[config.mk]
export PLATFORM = sky130hd
export DESIGN_NAME = alu_mdu
export DESIGN_NICKNAME = d
export VERILOG_FILES = /design/src/rtl/alu_mdu_pkg.sv /design/src/rtl/alu_mdu_iter.sv /design/src/rtl/alu_mdu.sv
export SDC_FILE = /design/constraint.sdc
export NUM_CORES = 1
export LEC_CHECK = 0
export ABC_AREA = 1
export CAP_MARGIN = 20
export CORE_UTILIZATION = 45
export CTS_CLUSTER_DIAMETER = 40
export DETAILED_ROUTE_END_ITERATION = 7
export HOLD_SLACK_MARGIN = 0.12
export PLACE_DENSITY = 0.68
export SYNTH_ARGS = -nofsm -noshare
export SYNTH_HDL_FRONTEND = slang
export SYNTH_SLANG_ARGS = --single-unit
[constraint.sdc]
create_clock -name clk -period 8.08 [get_ports clk]
set_input_delay 0.808 -clock clk [delete_from_list [all_inputs] [get_ports clk]]
set_output_delay 0.808 -clock clk [all_outputs]
set_load 0.01 [all_outputs]
[src/rtl/alu_mdu_pkg.sv]
// ============================================================================
// Module   : mipspkg
// Brief    : Shared opcode/state types and width constant for alu_mdu.
// Revision : 1.0
// ============================================================================
`default_nettype none

package mipspkg;

    localparam int DATAWIDTH = 32;

    typedef enum logic [4:0] {
        OP_AND   = 5'd0,
        OP_OR    = 5'd1,
        OP_SUM   = 5'd2,
        OP_SLT   = 5'd3,
        OP_XOR   = 5'd4,
        OP_NOR   = 5'd5,
        OP_LUI   = 5'd6,
        OP_SLTU  = 5'd7,
        OP_MULT  = 5'd8,
        OP_MULTU = 5'd9,
        OP_DIV   = 5'd10,
        OP_DIVU  = 5'd11,
        OP_MFHI  = 5'd12,
        OP_MFLO  = 5'd13,
        OP_MTHI  = 5'd14,
        OP_MTLO  = 5'd15
    } alu_op_t;

    typedef enum logic [1:0] {
        IDLE = 2'd0,
        MUL  = 2'd1,
        DIV  = 2'd2
    } mdu_state_t;

endpackage

`default_nettype wire

[src/rtl/alu_mdu_iter.sv]
// ============================================================================
// Module   : mdu_iter
// Brief    : Iterative shift-add multiplier / restoring divider, one bit per
//            cycle, with sign fix-up applied on the final step.
// Revision : 1.0
// ============================================================================
`default_nettype none

module mdu_iter #(
    parameter int W = 32
) (
    input  logic         clk,
    input  logic         reset_n,
    input  logic         i_start,
    input  logic         i_step,
    input  logic         i_is_div,
    input  logic         i_signed,
    input  logic [W-1:0] i_a,
    input  logic [W-1:0] i_b,
    output logic         o_done,
    output logic [W-1:0] o_hi,
    output logic [W-1:0] o_lo
);

    localparam int CW = $clog2(W);

    // r_hi:r_lo is the partial product (multiply) or remainder:quotient (divide)
    logic [W-1:0]   r_hi;
    logic [W-1:0]   r_lo;
    logic [W-1:0]   r_m;
    logic [CW-1:0]  r_cnt;
    logic           r_is_div;
    logic           r_neg_p;
    logic           r_neg_a;

    logic           w_neg_a;
    logic           w_neg_b;
    logic [W-1:0]   w_mag_a;
    logic [W-1:0]   w_mag_b;
    logic [W:0]     w_madd;
    logic [W:0]     w_shift;
    logic [W-1:0]   w_sub;
    logic           w_qbit;
    logic [W-1:0]   w_nxt_hi;
    logic [W-1:0]   w_nxt_lo;
    logic [2*W-1:0] w_prod;
    logic [2*W-1:0] w_prod_fix;

    assign w_neg_a = i_signed & i_a[W-1];
    assign w_neg_b = i_signed & i_b[W-1];
    assign w_mag_a = w_neg_a ? (~i_a + W'(1)) : i_a;
    assign w_mag_b = w_neg_b ? (~i_b + W'(1)) : i_b;

    assign w_madd  = {1'b0, r_hi} + (r_lo[0] ? {1'b0, r_m} : {(W+1){1'b0}});
    assign w_shift = {r_hi, r_lo[W-1]};
    assign w_qbit  = (w_shift >= {1'b0, r_m});
    // When the quotient bit is set the true difference is below r_m, so W bits suffice
    assign w_sub   = w_shift[W-1:0] - r_m;

    always_comb begin
        w_nxt_hi = w_madd[W:1];
        w_nxt_lo = {w_madd[0], r_lo[W-1:1]};
        if (r_is_div) begin
            w_nxt_hi = w_qbit ? w_sub : w_shift[W-1:0];
            w_nxt_lo = {r_lo[W-2:0], w_qbit};
        end
    end

    assign w_prod     = {w_nxt_hi, w_nxt_lo};
    assign w_prod_fix = r_neg_p ? (~w_prod + (2*W)'(1)) : w_prod;

    always_comb begin
        o_hi = w_prod_fix[2*W-1:W];
        o_lo = w_prod_fix[W-1:0];
        if (r_is_div) begin
            o_hi = r_neg_a ? (~w_nxt_hi + W'(1)) : w_nxt_hi;
            o_lo = r_neg_p ? (~w_nxt_lo + W'(1)) : w_nxt_lo;
        end
    end

    assign o_done = i_step && (r_cnt == CW'(W-1));

    always_ff @(posedge clk) begin
        if (!reset_n) begin
            r_hi     <= '0;
            r_lo     <= '0;
            r_m      <= '0;
            r_cnt    <= '0;
            r_is_div <= 1'b0;
            r_neg_p  <= 1'b0;
            r_neg_a  <= 1'b0;
        end else if (i_start) begin
            r_hi     <= '0;
            r_lo     <= i_is_div ? w_mag_a : w_mag_b;
            r_m      <= i_is_div ? w_mag_b : w_mag_a;
            r_cnt    <= '0;
            r_is_div <= i_is_div;
            r_neg_p  <= w_neg_a ^ w_neg_b;
            r_neg_a  <= w_neg_a;
        end else if (i_step) begin
            r_hi     <= w_nxt_hi;
            r_lo     <= w_nxt_lo;
            r_cnt    <= o_done ? '0 : r_cnt + CW'(1);
        end
    end

endmodule

`default_nettype wire

[src/rtl/alu_mdu.sv]
// ============================================================================
// Module   : alu_mdu
// Brief    : Registered MIPS ALU with iterative MULT/DIV, HI/LO registers and
//            a valid/ready handshake for EX-stage stalls.
// Revision : 1.0
// ============================================================================
`default_nettype none

module alu_mdu
    import mipspkg::*;
#(
    parameter int DATAWIDTH = mipspkg::DATAWIDTH,
    parameter int LUI_SHIFT = DATAWIDTH / 2
) (
    input  logic                 clk,
    input  logic                 reset_n,
    input  logic                 in_valid,
    output logic                 in_ready,
    input  logic [DATAWIDTH-1:0] a,
    input  logic [DATAWIDTH-1:0] b,
    input  logic [5:0]           alucont,
    output logic                 out_valid,
    output logic [DATAWIDTH-1:0] result,
    output logic                 overflow,
    output logic                 illegal,
    output logic                 divzero,
    output logic                 busy
);

    localparam int W = DATAWIDTH;

    mdu_state_t     r_state;
    logic [W-1:0]   r_hi;
    logic [W-1:0]   r_lo;
    logic [W-1:0]   r_result;
    logic           r_out_valid;
    logic           r_overflow;
    logic           r_illegal;
    logic           r_divzero;

    mdu_state_t     w_state_nxt;
    logic [W-1:0]   w_hi_nxt;
    logic [W-1:0]   w_lo_nxt;
    logic [W-1:0]   w_result_nxt;
    logic           w_out_valid_nxt;
    logic           w_overflow_nxt;
    logic           w_illegal_nxt;
    logic           w_divzero_nxt;
    logic           w_mdu_start;
    logic           w_mdu_is_div;
    logic           w_mdu_step;
    logic           w_mdu_done;
    logic [W-1:0]   w_mdu_hi;
    logic [W-1:0]   w_mdu_lo;
    logic [W-1:0]   w_b_eff;
    logic [W-1:0]   w_sum;

    assign w_b_eff = alucont[5] ? ~b : b;
    assign w_sum   = a + w_b_eff + W'(alucont[5]);

    assign w_mdu_step   = (r_state != IDLE);
    assign w_mdu_is_div = (alucont[4:0] == OP_DIV) || (alucont[4:0] == OP_DIVU);

    mdu_iter #(
        .W (W)
    ) u_mdu_iter (
        .clk      (clk),
        .reset_n  (reset_n),
        .i_start  (w_mdu_start),
        .i_step   (w_mdu_step),
        .i_is_div (w_mdu_is_div),
        .i_signed (~alucont[0]),
        .i_a      (a),
        .i_b      (b),
        .o_done   (w_mdu_done),
        .o_hi     (w_mdu_hi),
        .o_lo     (w_mdu_lo)
    );

    always_comb begin
        w_state_nxt     = r_state;
        w_hi_nxt        = r_hi;
        w_lo_nxt        = r_lo;
        w_result_nxt    = r_result;
        w_out_valid_nxt = 1'b0;
        w_overflow_nxt  = 1'b0;
        w_illegal_nxt   = 1'b0;
        w_divzero_nxt   = 1'b0;
        w_mdu_start     = 1'b0;
        unique case (r_state)
            IDLE: begin
                if (in_valid) begin
                    w_out_valid_nxt = 1'b1;
                    w_result_nxt    = '0;
                    case (alucont[4:0])
                        OP_AND:  w_result_nxt = a & b;
                        OP_OR:   w_result_nxt = a | b;
                        OP_SUM: begin
                            w_result_nxt   = w_sum;
                            w_overflow_nxt = (a[W-1] == w_b_eff[W-1]) && (w_sum[W-1] != a[W-1]);
                        end
                        OP_SLT:  w_result_nxt = {{(W-1){1'b0}}, $signed(a) < $signed(b)};
                        OP_XOR:  w_result_nxt = a ^ b;
                        OP_NOR:  w_result_nxt = ~(a | b);
                        OP_LUI:  w_result_nxt = b << LUI_SHIFT;
                        OP_SLTU: w_result_nxt = {{(W-1){1'b0}}, a < b};
                        OP_MULT, OP_MULTU: begin
                            w_out_valid_nxt = 1'b0;
                            w_mdu_start     = 1'b1;
                            w_state_nxt     = MUL;
                        end
                        OP_DIV, OP_DIVU: begin
                            // Divide-by-zero skips iteration and completes next cycle
                            if (b == '0) begin
                                w_lo_nxt      = '1;
                                w_hi_nxt      = a;
                                w_divzero_nxt = 1'b1;
                            end else begin
                                w_out_valid_nxt = 1'b0;
                                w_mdu_start     = 1'b1;
                                w_state_nxt     = DIV;
                            end
                        end
                        OP_MFHI: w_result_nxt = r_hi;
                        OP_MFLO: w_result_nxt = r_lo;
                        OP_MTHI: w_hi_nxt     = a;
                        OP_MTLO: w_lo_nxt     = a;
                        default: w_illegal_nxt = 1'b1;
                    endcase
                end
            end
            MUL, DIV: begin
                if (w_mdu_done) begin
                    w_hi_nxt        = w_mdu_hi;
                    w_lo_nxt        = w_mdu_lo;
                    w_result_nxt    = '0;
                    w_out_valid_nxt = 1'b1;
                    w_state_nxt     = IDLE;
                end
            end
            default: w_state_nxt = IDLE;
        endcase
    end

    always_ff @(posedge clk) begin
        if (!reset_n) begin
            r_state     <= IDLE;
            r_hi        <= '0;
            r_lo        <= '0;
            r_result    <= '0;
            r_out_valid <= 1'b0;
            r_overflow  <= 1'b0;
            r_illegal   <= 1'b0;
            r_divzero   <= 1'b0;
        end else begin
            r_state     <= w_state_nxt;
            r_hi        <= w_hi_nxt;
            r_lo        <= w_lo_nxt;
            r_result    <= w_result_nxt;
            r_out_valid <= w_out_valid_nxt;
            r_overflow  <= w_overflow_nxt;
            r_illegal   <= w_illegal_nxt;
            r_divzero   <= w_divzero_nxt;
        end
    end

    assign in_ready  = (r_state == IDLE);
    assign busy      = (r_state != IDLE);
    assign out_valid = r_out_valid;
    assign result    = r_result;
    assign overflow  = r_overflow;
    assign illegal   = r_illegal;
    assign divzero   = r_divzero;

endmodule

`default_nettype wire

* Word level (Yosys, flattened, before mapping) *
Index checks and enable logic that the tools add are counted.

storage, ports and cells
  word-level logic and storage cells = 136
  input port bits = 73
  output and inout port bits = 38
  flip-flop bits (word level) = 206

cells by class
  add/sub/neg operators = 10
  reduce and logical (&&, ||, !) cells = 21
  equal/unequal tests = 27
  magnitude comparators = 3
  bitwise gates (word level) = 14
  muxes and demuxes = 46

operators by type and width
  operator                                                                count
  32-bit 2-to-1 mux                                                       23
  32-bit case mux with 10 select lines                                    1
  32-bit case mux with 2 select lines                                     5
  32-bit inverter                                                         5
  32-bit by 1-bit adder with 32-bit output (second input constant)        4
  64-bit by 1-bit adder with 64-bit output (second input constant)        1
  32-bit < comparator                                                     2
  64-bit 2-to-1 mux                                                       1
  64-bit inverter                                                         1
  5-bit by 4-bit equality test with 1-bit output (second input constant)  8
  32-bit by 33-bit adder with 33-bit output                               1
  33-bit by 32-bit >= comparator with 1-bit output                        1
  32-bit by 1-bit adder with 32-bit output                                1
  32-bit adder                                                            1
  32-bit AND                                                              1
  32-bit logical NOT                                                      1
  32-bit bitwise OR                                                       1
  32-bit subtractor                                                       1
  32-bit bitwise XOR                                                      1
  5-bit by 3-bit equality test with 1-bit output (second input constant)  4
  16-bit OR reduction                                                     1
  4-bit AND reduction                                                     3
  5-bit by 2-bit equality test with 1-bit output (second input constant)  2
  5-bit AND reduction                                                     2
  other kinds (26)                                                        49

* Logic depth before layout (Yosys ltp) *
Gate-level depths: netlist of the first run.

  depth in word-level cells = 9
  mapped depth = 36
  gate-level depth less buffers = 35

* Hierarchy *
A second synthesis of the first run with hierarchy kept.

second synthesis, totals
  cell total of the unflattened synthesis = 4525
  area, all modules = 25602.1 µm²

by module, submodules not included
  module    cells each  times used  area an instance (µm²)
  mdu_iter  2730        1           14843.0
  alu_mdu   1795        1           10759.1

* Worst setup path before layout of the first run *
No wires, ideal clock.

  path kind = input to register
  start = in alucont[5]
  end = reg r_result[15] (netlist: result[15])
  arrival time = 3704 ps
  path slack = 4244 ps
  stages on the path = 17
  data required time = 7948 ps
  cell sequence = clkbuf_1 -> buf_1 -> xor2_1 -> ha_1 -> a21o_1 -> o21bai_1 -> a21boi_1 -> o21ai_0 -> a21oi_1 -> o21ai_1 -> a21boi_0 -> inv_1 -> or2_2 -> nand3_1 -> o2111ai_1 -> nand2_1 -> a21oi_1

on the way
  cells in the longest elaborated chain, start to end = 6

ends and longest elaborated chain
  item                                        RTL line        RTL
  from (decl)                                 alu_mdu.sv:21   input logic [5:0] alucont,
  32-bit 2-to-1 mux                           alu_mdu.sv:58   assign w_b_eff = alucont[5] ? ~b : b;
  32-bit adder                                alu_mdu.sv:59   assign w_sum = a + w_b_eff + W'(alucont[5]);
  32-bit by 1-bit adder with 32-bit output *  alu_mdu.sv:59
  32-bit case mux with 10 select lines *      alu_mdu.sv:95   case (alucont[4:0])
  32-bit 2-to-1 mux *                         alu_mdu.sv:92   if (in_valid) begin
  32-bit case mux with 2 select lines *       alu_mdu.sv:90   unique case (r_state)
  to (signal assigned)                        alu_mdu.sv:159  r_result <= w_result_nxt;
  to (decl)                                   alu_mdu.sv:35   logic [W-1:0] r_result;

Mark *: on every way between the ends. The rest lies on a longest branch, timed or not. The select of a mux whose other input is x is not followed.
A chain may end at the register's enable or synchronous reset.

* Worst setup path after layout of the first run *
  start = reg u_mdu_iter.r_m[7]
  end = reg r_hi[26]

on the way
  cells in the longest elaborated chain, start to end = 9
  elaborated cells between the ends (all ways) = 16
  classes of those cells = add/sub (4); order compare (1); mux (9); bitwise (2)

ends and longest elaborated chain
  item                                                                                                         RTL line                                RTL
  from (decl)                                                                                                  alu_mdu_iter.sv:30                      logic [W-1:0] r_m;
  from (signal assigned)                                                                                       alu_mdu_iter.sv:95                      r_m <= i_is_div ? w_mag_b : w_mag_a;
  32-bit 2-to-1 mux (tied with other cells)                                                                    alu_mdu_iter.sv:54                      assign w_madd = {1'b0, r_hi} + (r_lo[0] ? {1'b0, r_m} : {(W+1){1'b0}});
  32-bit by 33-bit adder with 33-bit output / 32-bit 2-to-1 mux (equally long branches)                        alu_mdu_iter.sv:54, alu_mdu_iter.sv:64
  32-bit 2-to-1 mux                                                                                            alu_mdu_iter.sv:63                      if (r_is_div) begin
  64-bit inverter / 32-bit inverter (equally long branches)                                                    alu_mdu_iter.sv:70, alu_mdu_iter.sv:76
  64-bit by 1-bit adder with 64-bit output / 32-bit by 1-bit adder with 32-bit output (equally long branches)  alu_mdu_iter.sv:70, alu_mdu_iter.sv:76
  64-bit 2-to-1 mux / 32-bit 2-to-1 mux (equally long branches)                                                alu_mdu_iter.sv:70, alu_mdu_iter.sv:76
  32-bit 2-to-1 mux *                                                                                          alu_mdu_iter.sv:75                      if (r_is_div) begin
  32-bit 2-to-1 mux *                                                                                          alu_mdu.sv:133                          if (w_mdu_done) begin
  32-bit case mux with 2 select lines *                                                                        alu_mdu.sv:90
  to (signal assigned)                                                                                         alu_mdu.sv:157                          r_hi <= w_hi_nxt;
  to (decl)                                                                                                    alu_mdu.sv:33                           logic [W-1:0] r_hi;

Marks and branches as above.

==> results of run 1 <==
worst max-delay path: cells and delay by family (launching register included):
| kind | cells | cell delay [ns] |
|---|---|---|
| flops | 1 | 0.32 |
| mux | 1 | 0.42 |
| fa+ha+maj | 2 | 0.56 |
| compound gates | 2 | 0.36 |
| buf+inv | 4 | 0.24 |
| simple gates | 24 | 3.56 |
state kept, by name (all words and copies together), names as in the netlist, 2 cells and up:
name,cells
u_mdu_iter.r_cnt,5
u_mdu_iter.r_lo,32
r_state,2
result,32
r_lo,32
u_mdu_iter.r_m,32
r_hi,32
u_mdu_iter.r_hi,32
cell type report:
| cell class | count | area share (%) |
|---|---|---|
| flip-flops and latches | 206 | 15.29 |
| clock buffers | 53 | 4.470 |
| multi-input cells | 3101 | 62.51 |
| inverters | 570 | 7.921 |
| repair buffers | 142 | 5.003 |
| well taps | 688 | 3.187 |
| clock inverters | 32 | 1.626 |
routing by layer:
metal | vias to the layer above | track usage [%] | share of wire (%)
li1 | 13370 | - | -
met1 | 12880 | 51.78 | 43
met2 | 1627 | 54.92 | 41
met3 | 266 | 11.05 | 12
met4 | 2 | 16.65 | 4.8
met5 | - | 1.471 | 0.10
cell usage after synthesis, types with 16 or more instances:
cell and instances:
nand2_1 1065, inv_1 542, nor2_1 368, a21oi_1 300, o21ai_0 288, nand3_1 269
dfxtp_1 206, ha_1 198, xor2_1 112, clkbuf_1 100, nand4_1 44, nor3_1 43
a221oi_1 39, buf_2 35, a31oi_1 34, o221ai_1 33, o22ai_1 29, inv_2 25
o21ai_1 25, o211ai_1 19, xnor2_1 18, nand3_2 17, nor2_2 17, or2_2 17
nor4_1 16, o2111ai_1 16
cells by family after synthesis:
| kind of cell | after synthesis | share of synthesized area [%] |
|---|---|---|
| AOI/OAI and AO/OA | 862 | 21.05 |
| xor gates and xnor gates | 130 | 4.771 |
| adders and majority gates | 201 | 10.63 |
| buffers and inverters | 733 | 12.12 |
| DFF | 206 | 17.28 |
| muxes | 3 | 0.1940 |
| and+or+nand+nor | 1905 | 33.96 |
power by group:
| part | switching (mW) | internal (mW) |
|---|---|---|
| clock network | 0.731 | 1.32 |
| logic | 1.66 | 0.675 |
| registers | 0.0541 | 1.08 |
| total | 2.44 | 3.07 |
path summary, 6_finish.rpt:
| path | endpoint | slack (ns) |
|---|---|---|
| worst max-delay path | r_hi[26]$_SDFFE_PN0P_ | 2.47 |
| worst min register to register | r_lo[6]$_SDFFE_PN0P_ | 0.46 |
| worst max register to register | r_hi[26]$_SDFFE_PN0P_ | 2.47 |
| worst min-delay path | r_lo[6]$_SDFFE_PN0P_ | 0.46 |
==> results.cfg, run 1 <==
[synth]
yosys_register_bits = 206
yosys_warnings = 0
synth_area_leader_cell = dfxtp_1
synth_top_area_share_pct = 17.28
synth_edf_count = 0
synth_nets = 4314
synth-seq-area-share_pct = 17.28
netlist_area_um2 = 23870
syn_inst = 4040
synth_area_leaders = dfxtp_1 17%, nand2_1 17%, ha_1 10%, inv_1 8.5%, a21oi_1 6.3%
async_reset_ff_share_pct = 0
ys_dominant_reg_cell = dfxtp_1
synth_cell_types = 63
syn_area_per_cell_um2 = 5.908

[layout]
nFillCells = 5515
final_cell_mix = 1065 x nand2_1, 540 x inv_1, 363 x nor2_1
multi_input_area_um2 = 16880
final_area_um2 = 27010
antennaDiodeCount = 0
final_nets = 4341
layout_commonest_cell = nand2_1
seq_area_um2 = 4129
area_growth_pct = 13.17
drive_gt1_share_pct = 6.067
fin_util_pct = 51.50
finalNonFillerCells = 4792

[timing]
rsz0062_at_grt = no
fin_setup_tns_ns = 0
whs_ns = 0.4588
timing.final.ws_setup_ns = 2.470
worst_pin_slew_ns = 1.072
slew_headroom_pct = 28.42
setup_viol = 0
min_period_ns = 5.610
post-route-period-util_pct = 69.43
drv_slew = 0
skew_ns = 0.03800
fmax_mhz = 178.3
finalHoldViolCount = 0

[clocking]
htreeDepth = 2
cts_max_path_buffers = 3
cts_buffers = 46
cts_resized = 0
cts_tree = built
cts_hold_buf = 0
cts_sinks = 206
root_buffer = clkbuf_16
insertion_delay_ns = 0.62
post-cts-setup-buffers = 0
clk_pin_slew_ns = 0.05

[die]
ios = 111
fp.dieW_um = 232.3
core-area_um2 = 52450
die_area_um2 = 53960
initial_core_util_pct = 45.51
rows = 84
die_h_um = 232.3

[run_status]
status = finished with violations
violations = DRC

[global_routing]
grt.overflow.total = 0
grt_pass1_vias = 25380
grt_usage_pct = 38.06
antenna_found_initial = 3
grt_max_degree = 87
grt_pass1_wl_mm = 155.9

[flow_run]
drv_cap = 0

[worst_hold_path]
min_path_cells = 2
hold_class = reg -> reg
hold_path.startpoint = r_lo[6]$_SDFFE_PN0P_

[pwr]
ir_worst_vdd_mv = 0.2006
power.total_mw = 5.512
p_leak_nw = 12.99
power_density_nw_per_um2 = 204.1

[placed_design]
port_buffers = 110
place_area_um2 = 25360
dp_cells = 4707
preCtsSetupSlack_ns = 2.418
hpwl_mm = 82.56
gp_congestion = 1.086

[worst_setup_path]
crit_start = u_mdu_iter.r_m[7]$_SDFFE_PN0P_
path_class = reg -> reg
cp-start-kind = register
path_common_cell = nand2_1
slowest_stage = nand2_4
end_kind = register
cp_slowest_stage_delay_ns = 0.49
regToRegStartpoint = u_mdu_iter.r_m[7]$_SDFFE_PN0P_
cp.required_ns = 8.55
reg2reg_depth = 33
arrival_ns = 6.08
critPathMaxFanout = 42

[drt]
wl_per_cell_um = 21.96
via_count = 28150
drc = 5
drt-total-wl_mm = 105.2
routed_via_density = 5.874
drt-pass1-iter-count = 8
detail-route-antenna-nets = 0
drtIter0Drc = 4142
Power figures use the tool's default switching activity.
==> run 2, diff against run 1 <==
Settings changed: PLACE_DENSITY 0.68 to 0.71.
Clock period 8.08 ns to 4.55 ns, I/O delays scaled along.
==> results.cfg, run 2 (synthesis results as in run 1) <==
[run_status]
status = finished with violations
violations = DRC

[timing]
finalHoldViolCount = 0
drv_slew = 0
whs_ns = 0.4632
timing.final.ws_setup_ns = 0.2249
fin_setup_tns_ns = 0
fmax_mhz = 231.2
post-route-period-util_pct = 95.06
rsz0062_at_grt = yes
slew_headroom_pct = 29.59
worst_pin_slew_ns = 1.055
min_period_ns = 4.325
setup_viol = 0
skew_ns = 0.02104

[clocking]
root_buffer = clkbuf_16
cts_max_path_buffers = 3
insertion_delay_ns = 0.60
cts_buffers = 47
clk_pin_slew_ns = 0.05
cts_sinks = 206
cts_tree = built
htreeDepth = 2

[layout]
final_nets = 4451
area_growth_pct = 18.08
antennaDiodeCount = 0
drive_gt1_share_pct = 9.727
final_cell_mix = 1050 x nand2_1, 539 x inv_1, 358 x nor2_1
finalNonFillerCells = 4903
fin_util_pct = 53.73
layout_commonest_cell = nand2_1

[placed_design]
port_buffers = 110
dp_cells = 4812
hpwl_mm = 86.17
gp_congestion = 1.083
preCtsSetupSlack_ns = 0.2495

[worst_setup_path]
regToRegStartpoint = u_mdu_iter.r_m[18]$_SDFFE_PN0P_
cp.required_ns = 4.99
arrival_ns = 4.77
critPathMaxFanout = 5
crit_buf_inv = 3
crit_cells = 31
cp-start-kind = register
slowest_stage = ha_1
end_kind = register
r2r_setup_slack_ns = 0.22
path_class = reg -> reg
cp_slowest_stage_delay_ns = 0.40
r2r-end = r_hi[18]$_SDFFE_PN0P_
critical-path-top-delay-family = simple AND/OR/NAND/NOR gates
path_common_cell = nand2_1
reg2reg_depth = 31

[pwr]
ir_worst_vdd_mv = 0.3040
p_int_mw = 5.689
seqPwrFrac_pct = 20.0
p_sw_mw = 4.412
p_leak_nw = 13.57
power_density_nw_per_um2 = 358.4
power.share.switching_pct = 43.68
clkPwrFrac_pct = 35.9
combinationalPowerShare_pct = 44.1

[die]
rows = 84
ios = 111
core-area_um2 = 52450
die_area_um2 = 53960
fp.dieW_um = 232.3
initial_core_util_pct = 45.51
die_h_um = 232.3

[drt]
wl_per_cell_um = 22.11
routed_via_density = 5.862
via_count = 28740
drt-total-wl_mm = 108.4
drc = 1
drtIter0Drc = 3830
detail-route-antenna-nets = 0
drt-pass1-iter-count = 8

[worst_hold_path]
min_path_cells = 2
hold_path.startpoint = result[7]$_SDFFE_PN0P_
whs_endpoint = result[7]$_SDFFE_PN0P_
hold_class = reg -> reg

[global_routing]
grt_pass1_wl_mm = 158.9
grt.overflow.total = 0
antenna_found_initial = 4
grt_max_degree = 87
grt_pass1_vias = 25480
grt_usage_pct = 39.10

[flow_run]
drv_cap = 0
run 2: timing repair:
action | in CTS | in global routing
gates resized for setup | 0 | 56
endpoints found under the setup margin | 0 | 17
setup buffers | 0 | 4
hold buffers | 0 | 0
hold endpoints to repair | 0 | 0
run 2: worst register-to-register path, delay by kind of cell (launching register included):
kind | cells | cell delay (ns)
adder cells (fa/ha/maj) | 2 | 0.58
AND/OR/NAND/NOR | 23 | 2.68
buffers and inverters | 3 | 0.15
multiplexers | 1 | 0.16
flip-flops | 1 | 0.33
AO/OA/AOI/OAI | 2 | 0.26
run 2: area by class of cell:
cell class	count	area (um^2)
inverters	570	2140
well taps	688	860.8
repair buffers	251	2216
flip-flops and latches	206	4133
fillers	5390	24260
multi-input cells	3101	17170
clock inverters	27	331.6
clock buffers	60	1326
run 2: stage by stage:
| step | power, mW | area, um^2 |
|---|---|---|
| CTS | 9.822 | 27850 |
| detailed placement | 6.204 | 26200 |
| finish | 10.10 | 28180 |
| floorplan | 4.872 | 23870 |
| global route | 10.56 | 28180 |
| global placement | 6.222 | 26200 |
run 2: worst max path at each step:
stage                                     from               endpoint  slack, ns
2_1_floorplan   u_mdu_iter.r_m[7]$_SDFFE_PN0P_  r_hi[18]$_SDFFE_PN0P_       0.81
3_3_place_gp   u_mdu_iter.r_m[26]$_SDFFE_PN0P_  r_hi[28]$_SDFFE_PN0P_       0.30
3_5_place_dp   u_mdu_iter.r_m[26]$_SDFFE_PN0P_  r_hi[18]$_SDFFE_PN0P_       0.25
4_1_cts        u_mdu_iter.r_m[26]$_SDFFE_PN0P_  r_hi[18]$_SDFFE_PN0P_       0.20
5_1_grt        u_mdu_iter.r_m[26]$_SDFFE_PN0P_  r_hi[18]$_SDFFE_PN0P_      -0.03
6_report       u_mdu_iter.r_m[18]$_SDFFE_PN0P_  r_hi[18]$_SDFFE_PN0P_       0.22
run 2: power by group through the flow:
stage                     sequential [mW]  combinational (mW)  clock, mW
final                                2.02                4.46       3.63
after global placement               2.04                4.19          0
after detailed placement             2.04                4.17          0
after global routing                 2.03                4.81       3.72
after CTS                            2.01                4.19       3.63
after floorplan                      2.01                2.86          0
run 2: per-layer routing:
layer  track usage [%]  wire [um]  up-vias
li1                  -          -    13600
met1             54.98      46590    13170
met2             55.72      43850     1708
met3             10.54      13360      260
met4             15.05       4433       10
met5             1.746        179        -
